## config.mk

```make
export PLATFORM = sky130hd
export DESIGN_NAME = id_ex_stage
export DESIGN_NICKNAME = d
export VERILOG_FILES = /design/src/rtl/riscv_pkg.sv /design/src/rtl/hazard_detect.sv /design/src/rtl/id_ex_stage.sv
export SDC_FILE = /design/constraint.sdc
export NUM_CORES = 1
export LEC_CHECK = 0
export CELL_PAD_IN_SITES_DETAIL_PLACEMENT = 0
export CELL_PAD_IN_SITES_GLOBAL_PLACEMENT = 1
export CORE_MARGIN = 5
export CORE_UTILIZATION = 30
export CTS_BUF_LIST = sky130_fd_sc_hd__clkbuf_4
export DETAILED_ROUTE_END_ITERATION = 6
export PLACE_DENSITY = 0.75
export SLEW_MARGIN = 20
export SYNTH_ARGS = -nofsm -noshare
export SYNTH_HDL_FRONTEND = slang
export SYNTH_SLANG_ARGS = --single-unit
```

## constraint.sdc

```tcl
create_clock -name clk -period 2 [get_ports clk]
set_input_delay 0.2 -clock clk [delete_from_list [all_inputs] [get_ports clk]]
set_output_delay 0.2 -clock clk [all_outputs]
set_load 0.005 [all_outputs]
```

## src/rtl/riscv_pkg.sv

```systemverilog
// Shared types for the decode/execute boundary: ALU opcodes, register
// address width and the control bundle carried from ID into EX.
package riscv_pkg;

  localparam int XLEN_DEFAULT = 32;
  localparam int REG_ADDR_W   = 5;

  typedef enum logic [3:0] {
    ALU_ADD  = 4'h0,
    ALU_SUB  = 4'h1,
    ALU_SLL  = 4'h2,
    ALU_SLT  = 4'h3,
    ALU_SLTU = 4'h4,
    ALU_XOR  = 4'h5,
    ALU_SRL  = 4'h6,
    ALU_SRA  = 4'h7,
    ALU_OR   = 4'h8,
    ALU_AND  = 4'h9,
    ALU_PASS = 4'hA
  } alu_op_t;

  typedef struct packed {
    alu_op_t alu_op;
    logic    alu_src;
    logic    lui_src;
    logic    mem_read;
    logic    mem_write;
    logic    reg_write;
    logic    mem_to_reg;
  } id_ex_ctrl_t;

  // A bubble must not write registers or touch memory; the remaining
  // control bits are harmless and are left as they were.
  function automatic id_ex_ctrl_t kill_side_effects(input id_ex_ctrl_t c);
    id_ex_ctrl_t r;
    r           = c;
    r.mem_read  = 1'b0;
    r.mem_write = 1'b0;
    r.reg_write = 1'b0;
    return r;
  endfunction

endpackage

```

## src/rtl/hazard_detect.sv

```systemverilog
// Load-use detector: a load sitting in EX whose destination is read by the
// instruction currently offered by ID. x0 never creates a dependency.
module hazard_detect
  import riscv_pkg::*;
(
  input  logic                  ex_valid_i,
  input  logic                  ex_mem_read_i,
  input  logic [REG_ADDR_W-1:0] ex_rd_i,
  input  logic                  id_valid_i,
  input  logic                  id_uses_rs1_i,
  input  logic                  id_uses_rs2_i,
  input  logic [REG_ADDR_W-1:0] id_rs1_i,
  input  logic [REG_ADDR_W-1:0] id_rs2_i,
  output logic                  load_use_o
);

  logic rd_nonzero;
  logic rs1_dep;
  logic rs2_dep;

  assign rd_nonzero = (ex_rd_i != '0);
  assign rs1_dep    = id_uses_rs1_i & (id_rs1_i == ex_rd_i);
  assign rs2_dep    = id_uses_rs2_i & (id_rs2_i == ex_rd_i);
  assign load_use_o = ex_valid_i & ex_mem_read_i & rd_nonzero & id_valid_i
                    & (rs1_dep | rs2_dep);

endmodule

```

## src/rtl/id_ex_stage.sv

```systemverilog
// ID/EX pipeline register with flush, downstream stall, load-use bubble
// insertion and saturating bubble/stall performance counters.
module id_ex_stage
  import riscv_pkg::*;
#(
  parameter int XLEN  = XLEN_DEFAULT,
  parameter int CNT_W = 16
) (
  input  logic                  clk,
  input  logic                  rst_n,
  input  logic                  valid_in,
  output logic                  ready_out,
  input  logic [XLEN-1:0]       pc_in,
  input  logic [XLEN-1:0]       rs1_data_in,
  input  logic [XLEN-1:0]       rs2_data_in,
  input  logic [XLEN-1:0]       imm_in,
  input  logic [REG_ADDR_W-1:0] rs1_in,
  input  logic [REG_ADDR_W-1:0] rs2_in,
  input  logic [REG_ADDR_W-1:0] rd_in,
  input  logic                  uses_rs1_in,
  input  logic                  uses_rs2_in,
  input  logic [3:0]            alu_op_in,
  input  logic                  alu_src_in,
  input  logic                  lui_src_in,
  input  logic                  mem_read_in,
  input  logic                  mem_write_in,
  input  logic                  reg_write_in,
  input  logic                  mem_to_reg_in,
  input  logic                  ex_stall,
  input  logic                  flush,
  output logic                  valid_out,
  output logic [XLEN-1:0]       pc_out,
  output logic [XLEN-1:0]       rs1_data_out,
  output logic [XLEN-1:0]       rs2_data_out,
  output logic [XLEN-1:0]       imm_out,
  output logic [REG_ADDR_W-1:0] rs1_out,
  output logic [REG_ADDR_W-1:0] rs2_out,
  output logic [REG_ADDR_W-1:0] rd_out,
  output logic                  uses_rs1_out,
  output logic                  uses_rs2_out,
  output logic [3:0]            alu_op_out,
  output logic                  alu_src_out,
  output logic                  lui_src_out,
  output logic                  mem_read_out,
  output logic                  mem_write_out,
  output logic                  reg_write_out,
  output logic                  mem_to_reg_out,
  output logic                  load_use_hazard,
  output logic [CNT_W-1:0]      bubble_cnt,
  output logic [CNT_W-1:0]      stall_cnt
);

  typedef struct packed {
    logic [XLEN-1:0]       pc;
    logic [XLEN-1:0]       rs1_data;
    logic [XLEN-1:0]       rs2_data;
    logic [XLEN-1:0]       imm;
    logic [REG_ADDR_W-1:0] rs1;
    logic [REG_ADDR_W-1:0] rs2;
    logic [REG_ADDR_W-1:0] rd;
    logic                  uses_rs1;
    logic                  uses_rs2;
  } id_ex_data_t;

  localparam logic [CNT_W-1:0] CNT_ONE = CNT_W'(1);

  logic             valid_q, valid_d;
  id_ex_data_t      data_q, data_d, data_in;
  id_ex_ctrl_t      ctrl_q, ctrl_d, ctrl_in;
  logic [CNT_W-1:0] bubble_cnt_q, bubble_cnt_d;
  logic [CNT_W-1:0] stall_cnt_q, stall_cnt_d;

  assign data_in = '{
    pc:       pc_in,
    rs1_data: rs1_data_in,
    rs2_data: rs2_data_in,
    imm:      imm_in,
    rs1:      rs1_in,
    rs2:      rs2_in,
    rd:       rd_in,
    uses_rs1: uses_rs1_in,
    uses_rs2: uses_rs2_in
  };

  assign ctrl_in = '{
    alu_op:     alu_op_t'(alu_op_in),
    alu_src:    alu_src_in,
    lui_src:    lui_src_in,
    mem_read:   mem_read_in,
    mem_write:  mem_write_in,
    reg_write:  reg_write_in,
    mem_to_reg: mem_to_reg_in
  };

  hazard_detect u_hazard_detect (
    .ex_valid_i    (valid_q),
    .ex_mem_read_i (ctrl_q.mem_read),
    .ex_rd_i       (data_q.rd),
    .id_valid_i    (valid_in),
    .id_uses_rs1_i (uses_rs1_in),
    .id_uses_rs2_i (uses_rs2_in),
    .id_rs1_i      (rs1_in),
    .id_rs2_i      (rs2_in),
    .load_use_o    (load_use_hazard)
  );

  assign ready_out = ~ex_stall & ~load_use_hazard & ~flush;

  // Next-state selection: flush beats stall beats load-use bubble beats capture.
  always_comb begin
    valid_d      = valid_q;
    data_d       = data_q;
    ctrl_d       = ctrl_q;
    bubble_cnt_d = bubble_cnt_q;
    stall_cnt_d  = stall_cnt_q;
    if (flush) begin
      valid_d = 1'b0;
      ctrl_d  = kill_side_effects(ctrl_q);
    end else if (ex_stall) begin
      stall_cnt_d = (&stall_cnt_q) ? stall_cnt_q : stall_cnt_q + CNT_ONE;
    end else if (load_use_hazard) begin
      valid_d      = 1'b0;
      ctrl_d       = kill_side_effects(ctrl_q);
      bubble_cnt_d = (&bubble_cnt_q) ? bubble_cnt_q : bubble_cnt_q + CNT_ONE;
    end else if (valid_in) begin
      valid_d = 1'b1;
      data_d  = data_in;
      ctrl_d  = ctrl_in;
    end else begin
      valid_d = 1'b0;
      ctrl_d  = kill_side_effects(ctrl_q);
    end
  end

  // Pipeline register and counters; reset clears everything immediately.
  always_ff @(posedge clk or negedge rst_n) begin
    if (!rst_n) begin
      valid_q      <= 1'b0;
      data_q       <= '0;
      ctrl_q       <= '0;
      bubble_cnt_q <= '0;
      stall_cnt_q  <= '0;
    end else begin
      valid_q      <= valid_d;
      data_q       <= data_d;
      ctrl_q       <= ctrl_d;
      bubble_cnt_q <= bubble_cnt_d;
      stall_cnt_q  <= stall_cnt_d;
    end
  end

  assign valid_out      = valid_q;
  assign pc_out         = data_q.pc;
  assign rs1_data_out   = data_q.rs1_data;
  assign rs2_data_out   = data_q.rs2_data;
  assign imm_out        = data_q.imm;
  assign rs1_out        = data_q.rs1;
  assign rs2_out        = data_q.rs2;
  assign rd_out         = data_q.rd;
  assign uses_rs1_out   = data_q.uses_rs1;
  assign uses_rs2_out   = data_q.uses_rs2;
  assign alu_op_out     = ctrl_q.alu_op;
  assign alu_src_out    = ctrl_q.alu_src;
  assign lui_src_out    = ctrl_q.lui_src;
  assign mem_read_out   = ctrl_q.mem_read;
  assign mem_write_out  = ctrl_q.mem_write;
  assign reg_write_out  = ctrl_q.reg_write;
  assign mem_to_reg_out = ctrl_q.mem_to_reg;
  assign bubble_cnt     = bubble_cnt_q;
  assign stall_cnt      = stall_cnt_q;

endmodule

```

=== After elaboration in Yosys (flattened, before gate mapping) ===
Cells that the tools add are included.

* $add $sub $neg: 2
* Equal/unequal tests: 3
* Mux-type cells: 8
* Bitwise operators: 14
* Reduce and logical (&&, ||, !) cells: 6

{| class="wikitable"
|+ Operator list
! operator !! count
|-
| adder 16 x 1 -> 16 bit (second input constant) || 2
|-
| AND reduction 16 bit || 2
|-
| two-way mux 4 bit || 4
|-
| == test 5 bit || 2
|-
| bitwise AND 1 bit || 8
|-
| AND reduction 4 bit || 2
|-
| NOT 1 bit || 5
|-
| nonzero test 5 bit || 1
|-
| two-way mux 1 bit || 4
|-
| AND reduction 3 bit || 1
|-
| != test 2 x 1 -> 1 bit (second input constant) || 1
|-
| bitwise OR 1 bit || 1
|}

* Flip-flop bits (word level): 188
* Input port bits: 160
* Output and inout port bits: 190
* Logic and storage cells: 52

=== Depth between registers and ports, before layout ===
Gate-level depths: netlist of run 1.

* Depth after elaboration: 7
* Mapped depth: 9
* Mapped depth without buffers: 7

=== Hierarchy ===
Synthesis of run 1 repeated with hierarchy kept, for this count alone.

* Cell total of the unflattened synthesis: 491
* Area, all modules: 7430.9 um^2

{| class="wikitable"
|+ By module, submodules not included
! module !! times used !! cells each !! area an instance (um^2) !! seq. area each (um^2)
|-
| id_ex_stage || 1 || 474 || 7299.5 || 4704.5
|-
| hazard_detect || 1 || 17 || 131.4 || 0.0
|}

=== Worst setup path after synthesis of run 1 ===
No wires, ideal clock.

* Path kind: register -> register
* From: register bubble_cnt_q[0] (netlist: bubble_cnt[0])
* To: register bubble_cnt_q[1] (netlist: bubble_cnt[1])
* Setup time: 0.125 ns
* Arrival time: 1.968 ns
* Required time: 1.875 ns
* Setup slack: -0.093 ns
* Stages on the path, launching flop included: 8
* Path buffers: 1
* Period minus slack after synthesis: 2.093 ns
* Cell sequence: dfrtp_1 -> ha_1 -> nand2_1 -> or3_4 -> or3_1 -> nand4_2 -> buf_6 -> mux2_4

* Longest elaborated chain between the ends: 3
* Elaborated cells between the ends (all ways): 4
* Those cells by class: add/sub (1); bitwise (1); reduce/logical (2)

{| class="wikitable"
|+ RTL lines
! item !! RTL line !! source
|-
| start, declared || id_ex_stage.sv:70 || <nowiki>logic [CNT_W-1:0] bubble_cnt_q, bubble_cnt_d;</nowiki>
|-
| start signal, assigned || id_ex_stage.sv:147 || <nowiki>bubble_cnt_q <= bubble_cnt_d;</nowiki>
|-
| branches (longest 3 deep; another with adder 16 x 1 -> 16 bit) || -- ||
|}

Parallel ways; which one is timed is not known.
A chain may end at the register's enable or synchronous reset.

=== Worst setup path after layout of run 1 ===
* From: register data_q, in the netlist rd_out[3]
* To: register data_q, in the netlist rs1_data_out[11]

* Longest elaborated chain between the ends: 6
* Elaborated cells between the ends (all ways): 11
* Those cells by class: eq/ne (2); bitwise (7); reduce/logical (2)

{| class="wikitable"
|+ RTL lines
! item !! RTL line !! source
|-
| start, declared || id_ex_stage.sv:68 || <nowiki>id_ex_data_t data_q, data_d, data_in;</nowiki>
|-
| start signal, assigned || id_ex_stage.sv:145 || <nowiki>data_q <= data_d;</nowiki>
|-
| == test 5 bit, or another cell as far along || hazard_detect.sv:22 || <nowiki>assign rs1_dep = id_uses_rs1_i & (id_rs1_i == ex_rd_i);</nowiki>
|-
| bitwise AND 1 bit (on tied branches) || hazard_detect.sv:22, hazard_detect.sv:23, hazard_detect.sv:24 ||
|-
| bitwise OR 1 bit or bitwise AND 1 bit (tied branches) || hazard_detect.sv:25, hazard_detect.sv:24 ||
|-
| bitwise AND 1 bit (*) || hazard_detect.sv:25 || <nowiki>& (rs1_dep | rs2_dep);</nowiki>
|-
| NOT 1 bit (no line) (*) || -- ||
|-
| AND reduction 4 bit (no line) (*) || -- ||
|}

Every way passes the cells marked *; elsewhere a longest branch is shown, timed or not.

==> impl_results.md, run 1 <==
- Status: finished with violations
- Failing checks: setup timing
- Pins Over Slew Limit: 0
- Die W: 170 um
- Wire length per cell: 18.3 um
- First-pass GRT wire length: 34.7 mm
- VDD IR-drop max: 0.410 mV
- # IOs: 350
- Multi-input logic area: 2980 um^2
- Clock Skews: 0.0268 ns
- Worst-margin pin slew: 0.522 ns
- Vias in the first global route: 5,982
- Post-synth EDFFs: 0
- Required @ worst endpoint: 2.43 ns
- Highest clock rate: 441 MHz
- Worst Hold Class: in2async
- Reg2reg path depth: 10
- Die footprint: 29,000 um^2
- Post-route DRC: 0
- Worst-path clk slew: 0.17 ns
- Antenna Cells: 0
- Root Buffer Master: clkbuf_4
- Final number of hold-violating endpoints: 0
- Initial antenna violation count: 0
- Routed vias/inst: 4.41
- Via Count: 5,676
- Htree depth: 4
- #FFs+latches synth: 188
- Ys async rst share: 100%
- Fillers: 2,194
- Synth warn: 0
- Final antenna-violating net count: 0
- Max-Cap Viols: 0
- Top post-synthesis cells by area: dfrtp_1 (61%), mux2_4 (14%), mux2_2 (12%), xnor2_1 (2.6%), xor2_1 (1.8%)
- Remaining Overflow, GRT: 0
- Share of cells above drive strength 1: 33.9%
- Ys flop type: dfrtp_1
- Final worst-path cycle share: 113%
- CTS sink cnt: 188
- R2r setup slk: -0.27 ns
- Hold_ws: 0.155 ns
- Critical Path End Type: flip-flop
- Area Overhead vs Synth: 71.4%
- Unrepaired setup endpoints after global routing: true
- Max Buffers Root-to-Sink: 2
- Drt pass-1 iters: 4
- CP Class: reg2reg
- GP Congestion: 0.749
- Final net count: 1,107
- CTS tree: built
- Area after DPL: 12,200 um^2
- Min Tclk post-route: 2.27 ns
- Placed insts: 1,220
- Static leakage: 0.00575 uW
- Row count: 58
- Startpoint types: flip-flop
- Synth cell types: 31
- Y dimension of the die: 170 um
- Largest net degree at the start of global routing: 61
- Crit Path Max Fanout: 7
- Number of buffers added on ports: 349
- Iter 0 DRT Violations: 177
- Avg Inst Size Synth: 15.7 um^2
- Post-synth top area cell: dfrtp_1
- Synth Net Count: 653
- Pwr Density: 777 nW/um^2
- Pwr Total: 10,300 uW
- Setup violations, final: 156
- Sequential cell area: 4710 um^2
- Post-synthesis sequential area ratio: 61.0%
- Drt total wl: 23.5 mm
- Total core area: 25,300 um^2
- Synth Cell Area: 7720 um^2
- Starting Density: 30.6%
- Leading cell type in the layout, fill and taps excluded: clkdlybuf4s50_1
- Clock latency at the later pin of the worst-skew pair: 0.55 ns
- Final Cell Area: 13,200 um^2
- Most frequent cells in the layout: clkdlybuf4s50_1 (346), dfrtp_1 (183), mux2_2 (84)
- Tot GR Track Use: 15.1%
- Slew headroom: 65.2%
- Non-filler cells in the finished layout: 1,288
- Post-DP HPWL: 17.2 mm
- WP data arrival: 2.70 ns
- Final worst setup slack: -0.267 ns
- Mapped Cells: 491
- Share of the synthesized area in the top cell type: 61.0%
- Inserted Clock Buffers: 17
## logic make-up after synthesis
family	after synthesis	synth area share, %
AO/OA/AOI/OAI	7	0.811
XOR/XNOR	39	4.43
adder cells (fa/ha/maj)	2	0.324
buffers and inverters	26	2.37
flip-flops	188	61.0
multiplexers	155	26.0
AND/OR/NAND/NOR	74	5.09
## sequential cells by signal, indices dropped and copies added (netlist names)
register	count
uses_rs1_out	1
lui_src_out	1
valid_out	1
rs1_data_out	32
rs1_out	5
bubble_cnt	16
stall_cnt	16
reg_write_out	1
alu_op_out	4
imm_out	32
uses_rs2_out	1
pc_out	32
mem_write_out	1
rs2_out	5
mem_to_reg_out	1
rs2_data_out	32
rd_out	5
alu_src_out	1
mem_read_out	1
## cell usage after synthesis (2+ instances only)
cell type and number:
nor4_1 5, or2_2 2, a21oi_1 2, mux2_4 70, nand4_1 9, and3_1 6, and4_1 3, xnor2_1 23
nor2_1 11, dfrtp_1 188, a32oi_1 2, inv_1 5, xor2_1 16, nand3_1 11, nor3_1 6, buf_2 10
buf_6 9, mux2_2 84, nand2_1 16, ha_1 2
## worst max-delay path, cell delays in order, from the launching register on
cell and delay [ns]:
dfrtp_2 0.48, xnor2_1 0.19, nand4_1 0.13, o22ai_2 0.21, nand2_2 0.10, buf_6 0.12
and3_4 0.20, buf_12 0.17, buf_12 0.14, buf_6 0.11, mux2_4 0.28
## layer usage
layer | vias to the layer above | GRT usage [%] | part of all wire (%)
met2 | 192 | 25.1 | 51
met3 | 16 | 5.27 | 7.3
met5 | - | 0 | 0
met1 | 2822 | 19.2 | 41
li1 | 2646 | - | -
met4 | 0 | 3.23 | 1.2
## layout make-up
cell class	count	area share, %
Clock inverter	15	1.32
Clock buffer	17	0.965
Inverter	5	0.161
Timing Repair Buffer	455	36.3
Tap cell	330	3.12
Multi-Input combinational cell	278	22.5
Sequential cell	188	35.6
## power breakdown
part | total, uW | internal [uW] | switching (uW)
clock | 2260 | 796 | 1460
sequential | 4820 | 4440 | 376
combinational | 3200 | 2260 | 933
## repair_timing
action,CTS,global route
cloned,1,16
buffers inserted,7,15
hold endpoints to repair,116,0
endpoints found under the setup margin,53,181
resized for setup,13,47
hold buffers,1,0
pin swaps,4,13
## path summary, 6_finish.rpt
path                                             from                           end
setup / recovery                rd_out[3]$_DFFE_PN0P_  rs1_data_out[11]$_DFFE_PN0P_
hold / removal                                  rst_n    bubble_cnt[14]$_DFFE_PN0P_
setup reg to reg                rd_out[3]$_DFFE_PN0P_  rs1_data_out[11]$_DFFE_PN0P_
hold reg to reg            bubble_cnt[13]$_DFFE_PN0P_    bubble_cnt[13]$_DFFE_PN0P_
max in group asynchronous                       rst_n  rs1_data_out[13]$_DFFE_PN0P_
min in group clk                         mem_write_in     mem_write_out$_DFFE_PN0P_
## metrics by stage
step / util, % / setup TNS (ns) / worst slack [ns]
6_report: 52.4 / -23.28 / -0.267
5_1_grt: 52.4 / -41.53 / -0.416
4_1_cts: 49.8 / -47.43 / -0.353
3_5_place_dp: 48.2 / -38.42 / -0.271
3_3_place_gp: 48.2 / -39.18 / -0.269
2_1_floorplan: - / -0.0386 / -0.0386
Note: power is estimated with default switching activity, not from simulation.
==> run 2: changes to the inputs <==
==> constraint.sdc (replaced) <==
create_clock -name clk -period 2 [get_ports clk]
set_input_delay 0.6 -clock clk [delete_from_list [all_inputs] [get_ports clk]]
set_output_delay 0.6 -clock clk [all_outputs]
set_load 0.005 [all_outputs]
==> run 2 against run 1 <==
- the run still ends with setup timing left
- fmax fell by 13%
- via count grew 4.7%
- critical endpoint is now pc_out[15]$_DFFE_PN0P_
- sequential power is 0.8% lower
- wire length up 7.4%
- count of clock-buffer cells in the layout increased by 1
- sequential share of layout area is 0.96 points lower
==> impl_results.md, run 2 (synthesis results as in run 1) <==
- Status: finished with violations
- Failing checks: setup timing
- Largest net degree at the start of global routing: 51 (-16%)
- Wire length per cell: 18.7 um (+2.3%)
- Leading cell type in the layout, fill and taps excluded: dfrtp_1
- Pins Over Slew Limit: 0 (unchanged)
- Drt total wl: 25.3 mm (+7.4%)
- Critical Path End Type: flip-flop
- Die W: 170 um (unchanged)
- Inserted Clock Buffers: 17 (unchanged)
- Unrepaired setup endpoints after global routing: true
- Final Cell Area: 13,600 um^2 (+2.8%)
- Initial antenna violation count: 1 (+1)
- Setup violations, final: 168 (+7.7%)
- First-pass GRT wire length: 36.8 mm (+6.3%)
- Fillers: 2,226 (+1.5%)
- Hold_ws: 0.501 ns (+0.345 ns)
- CTS tree: built
- Sequential cell area: 4710 um^2 (about the same)
- CP Class: in2reg
- Non-filler cells in the finished layout: 1,352 (+5.0%)
- Max Buffers Root-to-Sink: 2 (unchanged)
- Final worst setup slack: -0.611 ns (-0.345 ns)
- Row count: 58 (unchanged)
- Htree depth: 4 (unchanged)
- Via Count: 5,943 (+4.7%)
- Startpoint types: primary input
- Max-Cap Viols: 0 (unchanged)
- Post-DP HPWL: 17.6 mm (+2.5%)
- Number of buffers added on ports: 349 (unchanged)
- VDD IR-drop max: 0.420 mV (+2.5%)
- Tot GR Track Use: 16.4% (+1.3 points)
- Most frequent cells in the layout: dfrtp_1 (182), dlygate4sd2_1 (160), clkdlybuf4s50_1 (158)
- Final number of hold-violating endpoints: 0 (unchanged)
- Starting Density: 30.6% (unchanged)
- Pwr Density: 727 nW/um^2 (-6.4%)
- Iter 0 DRT Violations: 172 (-2.8%)
- # IOs: 350 (unchanged)
- Slew headroom: 76.9% (+12 points)
- CTS sink cnt: 188 (unchanged)
- Worst-path clk slew: 0.17 ns (about the same)
- Drt pass-1 iters: 4 (unchanged)
- Final worst-path cycle share: 131% (+17 points)
- WP data arrival: 3.06 ns (+0.36 ns)
- Share of cells above drive strength 1: 41.9% (+8.0 points)
- Y dimension of the die: 170 um (unchanged)
- Clock latency at the later pin of the worst-skew pair: 0.56 ns (about the same)
- Pwr Total: 9880 uW (-3.8%)
- Routed vias/inst: 4.40 (-0.25%)
- Final net count: 1,170 (+5.7%)
- Crit Path Max Fanout: 5 (-2)
- Static leakage: 0.00645 uW (+12%)
- Multi-input logic area: 3070 um^2 (+2.9%)
- Worst Hold Class: in2async
- Die footprint: 29,000 um^2 (unchanged)
- Worst-margin pin slew: 0.347 ns (-0.175 ns)
- Clock Skews: 0.0426 ns (+0.0158 ns)
- Area after DPL: 12,200 um^2 (-0.15%)
- GP Congestion: 0.764 (+2.1%)
- Remaining Overflow, GRT: 0 (unchanged)
- Final antenna-violating net count: 0 (unchanged)
- Area Overhead vs Synth: 76.2%
- Post-route DRC: 0 (unchanged)
- Placed insts: 1,221 (+0.082%)
- Vias in the first global route: 6,268 (+4.8%)
- Required @ worst endpoint: 2.45 ns (+0.02 ns)
- Root Buffer Master: clkbuf_4
- Total core area: 25,300 um^2 (unchanged)
- Min Tclk post-route: 2.61 ns (+0.345 ns)
- Highest clock rate: 383 MHz (-13%)
## run 2: metrics by stage
| stage | setup slack, ns | utilization (%) | setup TNS, ns |
|---|---|---|---|
| finish | -0.611 | 53.8 | -79.91 |
| global route | -0.681 | 53.8 | -83.57 |
| CTS | -0.641 | 51.8 | -37.39 |
| detailed placement | -0.941 | 48.1 | -148.93 |
| global placement | -0.948 | 48.1 | -146.64 |
| floorplan | -0.0928 | - | -4.60 |
## run 2: path summary, 6_finish.rpt
check                                          start                   endpoint  slack (ns)  cells past startpoint
setup reg to reg               rd_out[4]$_DFFE_PN0P_     pc_out[15]$_DFFE_PN0P_       -0.53                     12
hold / removal                                 rst_n   stall_cnt[9]$_DFFE_PN0P_        0.50                      2
hold reg to reg            stall_cnt[15]$_DFFE_PN0P_  stall_cnt[15]$_DFFE_PN0P_        0.50                      1
setup / recovery                           rs2_in[3]     pc_out[15]$_DFFE_PN0P_       -0.61                     13
max in group asynchronous                      rst_n      rd_out[2]$_DFFE_PN0P_        0.88                      3
min in group clk           stall_cnt[15]$_DFFE_PN0P_  stall_cnt[15]$_DFFE_PN0P_        0.50                      1
## run 2: final cells by class
type | count | share of cell area, %
Multi-Input combinational cell | 277 | 22.6
Antenna cell | 1 | 0.0184
Clock inverter | 14 | 1.04
Inverter | 5 | 0.138
Timing Repair Buffer | 519 | 37.6
Tap cell | 330 | 3.04
Sequential cell | 188 | 34.7
Clock buffer | 18 | 0.994
## run 2: power by group
| part | leakage (uW) | internal (uW) | total [uW] | switching (uW) |
|---|---|---|---|---|
| Clock | 0.000154 | 578 | 2070 | 1490 |
| Sequential | 0.00228 | 4440 | 4780 | 336 |
| Combinational | 0.00401 | 2020 | 3040 | 1020 |
## run 2: metal layers
layer	track usage [%]	vias to the layer above	part of all wire (%)
met5	0	-	0
met4	4.34	0	1.4
li1	-	2777	-
met3	4.07	21	6.6
met1	20.5	2946	40
met2	28.4	199	52
## run 2: critical path, stage by stage
cell and delay (ns):
clkdlybuf4s50_1 0.54, xnor2_2 0.13, nand4_1 0.13, o22ai_2 0.24, nand2_2 0.12, buf_4 0.15
buf_6 0.11, buf_6 0.11, and3_4 0.19, buf_12 0.16, buf_4 0.14, clkbuf_16 0.15
mux2_2 0.28
## run 2: timing repair
item | in CTS | in global routing
hold buffers | 1 | 0
pin swaps | 10 | 18
hold endpoints to repair | 32 | 0
buffers inserted | 66 | 29
endpoints found under the setup margin | 355 | 199
cloned | 6 | 7
resized for setup | 299 | 74
